<file path="src/rtl/mmio_pkg.sv">
// mmio_pkg: shared MMIO defines and arbiter types
`ifndef ADDR_W
`define ADDR_W 32
`endif
`ifndef XLEN
`define XLEN 32
`endif
package mmio_pkg;
  typedef enum logic {IDLE, HOLD} arb_state_t;
  typedef logic mid_t;
  localparam int CNT_W = 16;
endpackage

</file>
<file path="src/rtl/mmio_arb_pick.sv">
// mmio_arb_pick: 2-way grant picker, fixed priority or round-robin against last_grant
module mmio_arb_pick
  import mmio_pkg::*;
(
  input  logic req0,
  input  logic req1,
  input  mid_t last_grant,
  input  logic rr_en,
  output mid_t grant,
  output logic valid
);
  assign valid = req0 | req1;
  assign grant = (req0 && req1) ? (rr_en && !last_grant) : (req1 && !req0);
endmodule

</file>
<file path="src/rtl/mmio_arbiter.sv">
// mmio_arbiter: two-master MMIO arbiter with hold/timeout FSM; define MMIO_ARB_RR_EN for round-robin, else master 0 has fixed priority
module mmio_arbiter
  import mmio_pkg::*;
#(
  parameter int TIMEOUT_CYCLES = 255
) (
  input  logic clk,
  input  logic rst_n,
  input  logic m0_req,
  input  logic m0_we,
  input  logic [`ADDR_W-1:0] m0_addr,
  input  logic [`XLEN-1:0] m0_wdata,
  output logic m0_ready,
  output logic [`XLEN-1:0] m0_rdata,
  input  logic m1_req,
  input  logic m1_we,
  input  logic [`ADDR_W-1:0] m1_addr,
  input  logic [`XLEN-1:0] m1_wdata,
  output logic m1_ready,
  output logic [`XLEN-1:0] m1_rdata,
  output logic s_req,
  output logic s_we,
  output logic [`ADDR_W-1:0] s_addr,
  output logic [`XLEN-1:0] s_wdata,
  input  logic s_ready,
  input  logic [`XLEN-1:0] s_rdata,
  output logic err_timeout
);
`ifdef MMIO_ARB_RR_EN
  localparam logic RR_EN = 1'b1;
`else
  localparam logic RR_EN = 1'b0;
`endif
  arb_state_t state, state_nx;
  mid_t lock, last_grant, rsp_owner, pick_id, sel;
  logic pick_vld, rsp_zero, rsp_vld, req_l, tmo, fire;
  logic [CNT_W-1:0] cnt;
  mmio_arb_pick u_pick (
    .req0(m0_req),
    .req1(m1_req),
    .last_grant(last_grant),
    .rr_en(RR_EN),
    .grant(pick_id),
    .valid(pick_vld)
  );
  always_comb begin
    sel = state == HOLD ? lock : pick_id;
    req_l = pick_vld && (sel ? m1_req : m0_req);
    tmo = state == HOLD && TIMEOUT_CYCLES != 0 && cnt == CNT_W'(TIMEOUT_CYCLES);
    s_req = rst_n && req_l && !tmo;
    fire = rst_n && req_l && (tmo || s_ready);
    m0_ready = fire && !sel;
    m1_ready = fire && sel;
    s_we = s_req && (sel ? m1_we : m0_we);
    s_addr = s_req ? (sel ? m1_addr : m0_addr) : '0;
    s_wdata = s_req ? (sel ? m1_wdata : m0_wdata) : '0;
    state_nx = state == IDLE ? ((s_req && !s_ready) ? HOLD : IDLE) : ((fire || !req_l) ? IDLE : HOLD);
    m0_rdata = (rsp_vld && !rsp_owner && !rsp_zero) ? s_rdata : '0;
    m1_rdata = (rsp_vld && rsp_owner && !rsp_zero) ? s_rdata : '0;
  end
  always_ff @(posedge clk or negedge rst_n) begin
    if (!rst_n) begin
      state <= IDLE;
      lock <= '0;
      cnt <= '0;
      rsp_owner <= '0;
      rsp_zero <= 1'b0;
      rsp_vld <= 1'b0;
      err_timeout <= 1'b0;
      last_grant <= 1'b1;
    end else begin
      state <= state_nx;
      lock <= state == IDLE ? sel : lock;
      cnt <= state == IDLE ? '0 : cnt + CNT_W'(~&cnt);
      rsp_vld <= fire;
      rsp_owner <= fire ? sel : rsp_owner;
      rsp_zero <= fire ? tmo : rsp_zero;
      last_grant <= fire ? sel : last_grant;
      err_timeout <= err_timeout | (fire && tmo);
    end
  end
endmodule

</file>
<file path="config.mk">
export PLATFORM = sky130hd
export DESIGN_NAME = mmio_arbiter
export DESIGN_NICKNAME = d
export VERILOG_FILES = /design/src/rtl/mmio_pkg.sv /design/src/rtl/mmio_arb_pick.sv /design/src/rtl/mmio_arbiter.sv
export SDC_FILE = /design/constraint.sdc
export NUM_CORES = 1
export LEC_CHECK = 0
export ABC_AREA = 1
export BUFFER_PORTS_ARGS = -buffer_cell sky130_fd_sc_hd__buf_2
export CAP_MARGIN = 20
export CORE_AREA = 4 4 115 117
export CTS_BUF_LIST = sky130_fd_sc_hd__clkbuf_4
export DETAILED_ROUTE_END_ITERATION = 7
export DIE_AREA = 0 0 119 121
export SYNTH_ARGS = -nofsm -noshare
export SYNTH_HDL_FRONTEND = slang
export SYNTH_SLANG_ARGS = --single-unit
</file>
<file path="constraint.sdc">
create_clock -name clk -period 1.9 [get_ports clk]
set_clock_uncertainty 0.15 [all_clocks]
set_input_delay 0.475 -clock clk [delete_from_list [all_inputs] [get_ports clk]]
set_output_delay 0.475 -clock clk [all_outputs]
set_load 0.01 [all_outputs]
</file>
==> flow_summary.yaml <==
run_status:
  status: "complete, but fails checks"
  violations: "negative hold slack, negative setup slack"
drt:
  routed_wl_um: 15100
  drc_errors: 0
  dr.pass1.iters: 4
  avgViaCountPerCell: 4.42
  drtAntennaViolNets: 0
  wl_per_cell_um: 15.0
  via_count: 4436
  drt-initial-drc-count: 166
timing:
  finalCritPeriodShare_pct: 130
  fin_tns_setup_ns: -46.37
  slew_headroom_pct: 79.0
  rsz0062_at_grt: "yes"
  hold_viol_final: 2
  fin_hold_ws_ns: -0.0000417
  tightestPinTransition_ns: 0.316
  period_needed_ns: 2.47
  max_freq_mhz: 405
  drv_slew: 0
  fin_ws_ns: -0.567
  setup_violations: 135
setup_path:
  cp-endpoint: "s_wdata[2]"
  r2r_slack_ns: -0.04
  worst_setup_path_start_kind: "register"
  critPathLaunch: "state$_DFF_PN0_"
  cp-end-kind: "output port"
  cp_data_required_time_ns: 1.27
  slowest_delay_ns: 0.43
  worstSetupPathType: "reg -> out"
  crit_fanout: 9
  cp.arrival_ns: 1.84
  reg2reg_to: "cnt[14]$_DFF_PN0_"
  ff2ff_path_depth: 15
  critical-path-slowest-cell: "dfrtp_1"
  r2r_start: "cnt[3]$_DFF_PN0_"
  cp_cell_sequence: "inv_2, nand3_4, nand3_2, nand2_2, nor2_4, nand2_8, clkbuf_16, a21oi_2, buf_2"
min_path:
  hold_class: "in -> async"
global_route:
  grtUsageTotal_pct: 17.2
  grt_pass1_vias: 4179
  grt_pass1_wl_um: 20500
  gr-total-overflow: 0
  grt_max_degree: 28
  antenna_found_initial: 1
cts:
  cts_hold_buf: 0
  clock_latency_ns: 0.32
  cts.sinks: 22
  ctsRootBufferMaster: "clkbuf_4"
  cts_htree_levels: 1
  cts_tree: "done"
  clockBufferDepth: 2
  clkTransAtPathRegs_ns: 0.13
  numCtsBuffers: 3
power:
  power_leakage_nw: 3.36
  worst_ir_drop_vdd_mv: 0.200
  p_total_mw: 2.20
  powerDensity_nw_per_um2: 338
yosys:
  yosysTopAreaCell: "nand2_1"
  ys_warn_count: 0
  synth_seq_area_share_pct: 20.4
  yosys_most_used_dff: "dfrtp_1"
  syn-num-nets: 643
  synth.distinct_cells: 30
  syn_avg_cell_area_um2: 5.69
  async_reset_ff_share_pct: 100
  synth_area_leaders: "nand2_1 23%, dfrtp_1 20%, a21oi_2 13%"
  yosysTopAreaCellShare_pct: 23.3
  synth_area_um2: 2700
  synth-seq-cells: 22
  synth_cells: 474
  synth_edf_count: 0
final_layout:
  drive_gt1_share_pct: 66.9
  final_cells: 1003
  area_growth_pct: 141
  final_nets: 1000
  fin_area_um2: 6490
floorplanning:
  die_area_um2: 14400
  initial_utilization_pct: 21.8
  ios: 300
  die_w_um: 119
  rows: 41
  die_h_um: 121
  fp.coreArea_um2: 12400
place:
  placed_cells: 969
  gp_congestion: 0.827
  port-buffer-count: 299
  placed_area_um2: 4950
  dp_slack_ns: -0.346
  hpwl_um: 10600
job:
  cap_violations: 0
==> timing repair <==
item                                    CTS  global route
endpoints found under the hold margin     0             0
resized for setup                        91           182
pin swaps                                15            35
endpoints found under the setup margin  142           145
cloned                                    6             5
buffers inserted                         21             8
==> registers in the layout (all words and copies together) (netlist names) <==
name         cells
cnt             16
rsp_owner        1
err_timeout      1
rsp_vld          1
state            1
lock             1
rsp_zero         1
==> power breakdown <==
group	internal, mW	total [mW]	switching, mW	leakage (nW)
clock network	0.0769	0.223	0.146	0.0154
logic	0.689	1.48	0.790	3.05
registers	0.483	0.494	0.0111	0.297
==> synth_stat cells, types with 2 or more instances <==
master and number:
a21oi_1 32, a21oi_2 39, buf_12 4, buf_2 10, clkbuf_1 12, dfrtp_1 22, ha_1 2, inv_1 54
inv_2 3, nand2_1 167, nand2_2 3, nand3_1 9, nand3_2 2, nand3b_1 2, nand4_1 3, nor2_1 90
nor3b_1 2, o21ai_0 6
==> layer usage <==
| metal | GRT usage, % | up-vias | wire [um] |
|---|---|---|---|
| li1 | - | 2180 | - |
| met1 | 19.7 | 1997 | 5810 |
| met2 | 33.4 | 235 | 7870 |
| met3 | 3.17 | 24 | 1050 |
| met4 | 3.11 | 0 | 350 |
| met5 | 0 | - | 0 |
==> stage by stage <==
stage	hold slack (ns)	util, %
floorplan	0.0294	-
global placement	0.295	40.0
detailed placement	0.306	40.0
CTS	0.000775	45.4
global route	-0.00597	52.5
finish	-0.0000417	52.5
==> placed cells by master, fill, tap and decap left out, drive strengths merged <==
master,netlist,final
ha,2,2
nor3b,2,2
inv,57,57
diode,0,1
clkbuf,12,7
nor3,1,1
o21a,1,1
nand3b,2,2
xor2,1,1
a31oi,1,1
dfrtp,22,22
nor2,92,92
clkinv,0,1
o21bai,1,1
nand2,170,170
o211ai,1,1
buf,16,376
o21ai,6,6
a21oi,71,71
nand4,4,4
nand3,11,11
or2,1,1
==> how the worst min path moves through the flow <==
| stage | cells past startpoint | from | slack, ns | to |
|---|---|---|---|---|
| final | 2 | rst_n | -0.00004 | cnt[6]$_DFF_PN0_ |
| after global routing | 2 | rst_n | -0.006 | cnt[3]$_DFF_PN0_ |
| after CTS | 2 | rst_n | 0.0008 | cnt[3]$_DFF_PN0_ |
| after detailed placement | 2 | err_timeout$_DFF_PN0_ | 0.31 | err_timeout$_DFF_PN0_ |
| after global placement | 2 | err_timeout$_DFF_PN0_ | 0.30 | err_timeout$_DFF_PN0_ |
| after floorplan | 0 | rst_n | 0.03 | cnt[0]$_DFF_PN0_ |
==> cell families (layout without fill, tap and decap cells) <==
kind of cell	after synthesis	in the layout	synth area share (%)
AOI/OAI and AO/OA	81	81	20.8
xor gates and xnor gates	1	1	0.325
adders and majority gates	2	2	0.928
buffers and inverters	85	441	15.3
DFF	22	22	20.4
other	0	1	0
and+or+nand+nor	283	283	42.2
==> area by class of cell <==
cell class,instances,area (um^2)
diodes,1,2.50
clock buffers,3,22.5
clock inverters,1,3.75
fillers,1152,5870
inverters,57,224
multi-input cells,367,2600
flip-flops and latches,22,551
well taps,172,215
repair buffers,380,2870
==> worst max-delay path, delay by kind of cell (launching register included) <==
kind                   cells  cell delay, ns
buffers and inverters      3            0.47
AND/OR/NAND/NOR            5            0.54
AO/OA/AOI/OAI              1            0.11
flip-flops                 1            0.43
(Power assumes the default switching activity.)
